### config.mk
export PLATFORM = sky130hd
export DESIGN_NAME = wb_regfile
export DESIGN_NICKNAME = d
export VERILOG_FILES = /design/src/rtl/wb_regfile.sv
export SDC_FILE = /design/constraint.sdc
export NUM_CORES = 2
export LEC_CHECK = 0
export ABC_CLOCK_PERIOD_IN_PS = 8500
export CAP_MARGIN = 30
export CORE_MARGIN = 2
export CORE_UTILIZATION = 55
export DETAILED_ROUTE_END_ITERATION = 7
export PLACE_DENSITY = 0.8
export SLEW_MARGIN = 20
export SYNTH_ARGS = -nofsm -noshare
export SYNTH_HDL_FRONTEND = slang
export SYNTH_SLANG_ARGS = --single-unit
### constraint.sdc
create_clock -name clk -period 8.5 [get_ports clk]
set_input_delay 1.7 -clock clk [delete_from_list [all_inputs] [get_ports clk]]
set_output_delay 1.7 -clock clk [all_outputs]
set_load 0.1 [all_outputs]
### src/rtl/wb_regfile.sv
// Write-back select, 32x32 architectural register file and retired-write counter.
// Optional `WB_BYPASS_EN: same-cycle write-to-read bypass on both read ports.
module wb_regfile #(
  parameter int unsigned DATA_W = 32,
  parameter int unsigned NREG   = 32,
  parameter int unsigned CNT_W  = 32,
  localparam int unsigned AddrW = $clog2(NREG)
) (
  input  logic              clk,
  input  logic              reset,
  input  logic              MemtoReg_WB,
  input  logic              RegWrite_WB,
  input  logic [DATA_W-1:0] data_in,
  input  logic [DATA_W-1:0] alu_in,
  input  logic [AddrW-1:0]  rd_in,
  input  logic [AddrW-1:0]  rs_addr,
  input  logic [AddrW-1:0]  rt_addr,
  output logic [DATA_W-1:0] rs_data,
  output logic [DATA_W-1:0] rt_data,
  output logic [DATA_W-1:0] wb_data,
  output logic              wb_en,
  output logic [CNT_W-1:0]  wb_count
);

  logic [DATA_W-1:0] regs_q [NREG];
  logic [CNT_W-1:0]  count_q;

  always_comb begin
    wb_data = MemtoReg_WB ? data_in : alu_in;
    // Gate on RegWrite_WB first so X on rd_in during bubbles cannot raise the strobe.
    wb_en   = RegWrite_WB ? (rd_in != '0) : 1'b0;
  end

  always_ff @(posedge clk) begin
    if (reset) begin
      for (int i = 0; i < int'(NREG); i++) begin
        regs_q[i] <= '0;
      end
      count_q <= '0;
    end else if (wb_en) begin
      regs_q[rd_in] <= wb_data;
      count_q       <= count_q + CNT_W'(1);
    end
  end

  always_comb begin
    rs_data = (rs_addr == '0) ? '0 : regs_q[rs_addr];
    rt_data = (rt_addr == '0) ? '0 : regs_q[rt_addr];
`ifdef WB_BYPASS_EN
    // wb_en already excludes r0, so the bypass never disturbs reads of address 0.
    if (wb_en && (rs_addr == rd_in)) rs_data = wb_data;
    if (wb_en && (rt_addr == rd_in)) rt_data = wb_data;
`endif
  end

  assign wb_count = count_q;

endmodule

* After elaboration in Yosys (flattened, before gate mapping)
Memory sizes are Yosys's and may differ from the RTL's.
Index checks and enable logic that the tools add are counted.
** Operators by class
- $add $sub $neg :: 1
- Muxes and demuxes :: 12
- Reduce and logical (&&, ||, !) cells :: 4
** Operators with widths (number)
- 32-bit two-way mux :: 4
- 32-bit by 1-bit adder with 32-bit output (second input constant) :: 1
- 32-bit OR reduction :: 1
- 5-bit logical NOT :: 2
- 1-bit two-way mux :: 7
- 5-bit two-way mux :: 1
- 5-bit nonzero test :: 1
** Storage, ports and cells
- Register bits :: 32
- RAM bits :: 1024
- Input bits :: 83
- Output and inout port bits :: 129
- Logic and storage cells :: 19
- Memories :: 1
** Memory list
- regs_q :: words 32, width 32, read ports 2, clocked after memory_dff 0, write ports 32, line 25 : logic [DATA_W-1:0] regs_q [NREG];

* Depth between registers and ports, before layout
- Word-level depth :: 7
- Mapped depth :: 7
- Mapped depth without buffers :: 5

* Worst setup path after synthesis
OpenSTA, ideal clock, no wires.
- Path kind :: input to output
- From :: input rs_addr[1]
- To :: output rs_data[12]
- Arrival :: 5.249 ns
- Required time :: 6.800 ns
- Path slack :: 1.551 ns
- Stages :: 7
- Path buffers :: 3
- Cells stage by stage :: buf_2 -> buf_4 -> nor2b_1 -> buf_2 -> a221oi_1 -> o21ai_0 -> a311oi_1
** Between the ends
- Cells in the longest elaborated chain, start to end :: 2
- Elaborated cells on any way between the ends :: 3
- Classes of those cells :: 1 x mux; 1 x reduce/logical; 1 x memory
** Ends and longest elaborated chain
- start, declared :: line 16 : input logic [AddrW-1:0] rs_addr,
- memory read 32 x 32 bit or 5-bit logical NOT (tied branches)
- 32-bit two-way mux (*) :: line 47 : rs_data = (rs_addr == '0) ? '0 : regs_q[rs_addr];
- end, declared :: line 18 : output logic [DATA_W-1:0] rs_data,
Mark *: on every way between the ends. The rest lies on a longest branch, timed or not.

* Worst setup path after layout
- From :: input rs_addr[4]
- To :: output rs_data[16]
Same word-level chain as after synthesis.

==> flow_metrics.env <==
export IMPL_hold_viol=0
export IMPL_synth_edff_count=1024
export IMPL_worst_setup_path_start_kind="input port"
export IMPL_grt_pass1_wl_um=256000
export IMPL_fp_dieH_um=318
export IMPL_async_reset_ff_frac=0
export IMPL_yosysWarnings=0
export IMPL_cpMostUsedCell="buf_4"
export IMPL_synth_top_area_frac=0.568
export IMPL_setup_violations_final=0
export IMPL_cts_root_buf="clkbuf_16"
export IMPL_period_share=0.805
export IMPL_ys_ff_latch=1056
export IMPL_finalCriticalPeriod_ns=6.84
export IMPL_rsz0062_at_grt="no"
export IMPL_yosysTopAreaCell="edfxtp_1"
export IMPL_r2r_start="wb_count[3]"
export IMPL_io_pins=212
export IMPL_p_sw_frac=0.277
export IMPL_tightest_slew_ns=1.15
export IMPL_relSlewSlack=0.231
export IMPL_crit_required_ns=6.80
export IMPL_yosys_area_share_simple=0.102
export IMPL_whs_endpoint="wb_count[31]"
export IMPL_slowest_delay_ns=0.86
export IMPL_post_drt_wl_per_cell_um=32.6
export IMPL_synth_area_sq_mm=0.0541
export IMPL_rrSetupSlack_ns=6.22
export IMPL_multi_input_area_sq_mm=0.0215
export IMPL_first_iter_violations=7113
export IMPL_status="finished clean"
export IMPL_synth_avg_cell_area_sq_um=13.8
export IMPL_die_area_sq_mm=0.101
export IMPL_seq_area_sq_mm=0.0314
export IMPL_drc=0
export IMPL_reg2reg_depth=4
export IMPL_numCtsBuffers=107
export IMPL_grt_overflow_total=0
export IMPL_hpwl_um=109000
export IMPL_mostFrequentLayoutCell="edfxtp_1"
export IMPL_internal_power_uw=9520
export IMPL_crit_arrival_ns=5.14
export IMPL_postCtsSetupRepairBufs=0
export IMPL_clkSinkCount=1056
export IMPL_placed_area_sq_mm=0.0594
export IMPL_r2r_end="wb_count[29]"
export IMPL_drv_slew=0
export IMPL_netlist_instances=3910
export IMPL_grt_pass1_vias=38430
export IMPL_cp_num_buf_inv=4
export IMPL_worstHoldPathCells=2
export IMPL_synthXorXnorAreaFrac=0.000809
export IMPL_ant_nets=0
export IMPL_cts_buffer_depth=3
export IMPL_io_buffer_count=211
export IMPL_finClkSkew_ns=0.00371
export IMPL_hp_start="wb_count[31]"
export IMPL_worstHoldPathType="flop to flop"
export IMPL_die_x_um=318
export IMPL_synth_area_leaders="edfxtp_1, mux4_2, nor2_1, mux2i_1, clkbuf_1"
export IMPL_drv_cap=0
export IMPL_drive_gt1_frac=0.241
export IMPL_place_ws_ns=1.99
export IMPL_synthAdderAreaFrac=0.000231
export IMPL_max_freq_ghz=0.146
export IMPL_hold_ws_ns=0.494
export IMPL_end_kind="output pin"
export IMPL_synthFlopType="edfxtp_1"
export IMPL_synth_seq_area_share=0.580
export IMPL_fin_area_sq_mm=0.0630
export IMPL_cts_max_level=3
export IMPL_post_cts_resized=0
export IMPL_ir_drop_uv=193
export IMPL_p_seq_frac=0.467
export IMPL_power_switching_uw=3640
export IMPL_cp_top_family="buffers and inverters"
export IMPL_power_density_mw_per_mm2=209
export IMPL_synth_mux_area_frac=0.231
export IMPL_vias=38890
export IMPL_pwr_share_clk=0.359
export IMPL_firstDrtPassIters=8
export IMPL_p_total_uw=13200
export IMPL_vias_per_cell=7.22
export IMPL_core_sq_mm=0.0980
export IMPL_synth_distinct_cells=46
export IMPL_grtUsageTotal=0.348
export IMPL_grt_max_degree=92
export IMPL_layout_common_cells="edfxtp_1, nor2_1, mux4_2"
export IMPL_routed_wl_um=176000
export IMPL_start_util=0.552
export IMPL_layout_nets=4097
export IMPL_critPathSlowestCell="clkdlybuf4s50_1"
export IMPL_n_fill_cell=6641
export IMPL_antennaDiodeCount=0
export IMPL_synth_top_family_by_area="multiplexers"
export IMPL_worst_path_max_fanout=14
export IMPL_fin_tns_setup_ns=0
export IMPL_path_cells="clkdlybuf4s50_1 -> nand2b_1 -> buf_4 -> buf_4 -> o21ai_0 -> a311oi_1 -> buf_12"
export IMPL_clk_pin_slew_ns=0.06
export IMPL_p_leak_uw=0.0217
export IMPL_cts_tree="built"
export IMPL_clkLatencyLatePin_ns=0.70
export IMPL_gp_congestion=0.981
export IMPL_worst_slack_ns=1.66
export IMPL_cts_hold_buf=0
export IMPL_antenna_found_initial=1
export IMPL_path_class="input port to output pin"
export IMPL_syn2layout_area_growth_pct=16.4
export IMPL_synth_compound_area_frac=0.0516
export IMPL_pwr_share_comb=0.174
export IMPL_placementRows=115
-- logic make-up (layout without fill, tap and decap cells) --
kind of cell    Yosys count  in the layout
compound gates          384            384
simple gates           1331           1331
fa+ha+maj                 1              1
mux                     678            678
other cells               1             32
xor+xnor                  5              5
buf+inv                 454            612
flops                  1056           1056
-- area by class of cell --
| class | instances | share of cell area |
|---|---|---|
| tap | 1287 | 0.0256 |
| timing repair buffer | 376 | 0.0771 |
| inverter | 41 | 0.00248 |
| multi-input combinational | 2431 | 0.342 |
| clock buffer | 130 | 0.0446 |
| sequential | 1056 | 0.498 |
| clock inverter | 65 | 0.00995 |
-- registers in the layout, summed over array words and instances, names as in the netlist --
name and count:
regs_q 1024, wb_count 32
-- worst reg2reg max path, stage by stage, from the launching register on --
cell and delay, ns:
dfxtp_1 0.48, and4_1 0.37, o2111ai_2 0.52, nor4_1 0.45, mux2_1 0.35
-- how the worst max path moves through the flow --
stage           startpoint     endpoint  cells after the start
5_1_grt         rs_addr[4]  rs_data[16]                      7
4_1_cts        MemtoReg_WB   wb_data[4]                      5
3_3_place_gp    rs_addr[0]  rs_data[14]                      8
3_5_place_dp    rt_addr[0]  rt_data[17]                      7
6_report        rs_addr[4]  rs_data[16]                      7
2_1_floorplan   rs_addr[1]  rs_data[12]                      7
-- cell usage after synthesis (all sizes together) (4+ instances only) --
| master | count |
|---|---|
| edfxtp | 1024 |
| nor2 | 1011 |
| mux4 | 448 |
| clkbuf | 293 |
| mux2i | 160 |
| nand2 | 139 |
| buf | 120 |
| o21ai | 85 |
| nor2b | 74 |
| mux2 | 70 |
| a211oi | 65 |
| a22oi | 64 |
| a311oi | 64 |
| o2111ai | 50 |
| inv | 41 |
| nand2b | 33 |
| dfxtp | 32 |
| a21oi | 21 |
| or4 | 18 |
| a221oi | 16 |
| o31ai | 16 |
| nand3 | 11 |
| nand4 | 8 |
| and4 | 7 |
| nor3 | 5 |
| or3 | 5 |
| and3 | 4 |
| xnor2 | 4 |
-- metrics by stage --
stage	cells	utilization
floorplan	3941	-
global placement	5132	0.595
detailed placement	5178	0.606
CTS	5373	0.641
global route	5386	0.643
finish	5386	0.643
-- power groups by stage --
stage / sequential, uW / combinational, uW / clock (uW)
detailed placement: 6240 / 2220 / 0
finish: 6140 / 2300 / 4720
global route: 6160 / 2340 / 4910
CTS: 6130 / 2230 / 4700
global placement: 6210 / 2130 / 0
floorplan: 6180 / 1380 / 0
-- routing by layer --
metal | track usage | vias to the layer above | wire length, um
li1 | - | 15171 | -
met1 | 0.449 | 19223 | 56300
met2 | 0.530 | 3770 | 80000
met3 | 0.0960 | 722 | 26300
met4 | 0.206 | 4 | 13000
met5 | 0.00757 | - | 124
(Power assumes the default switching activity.)
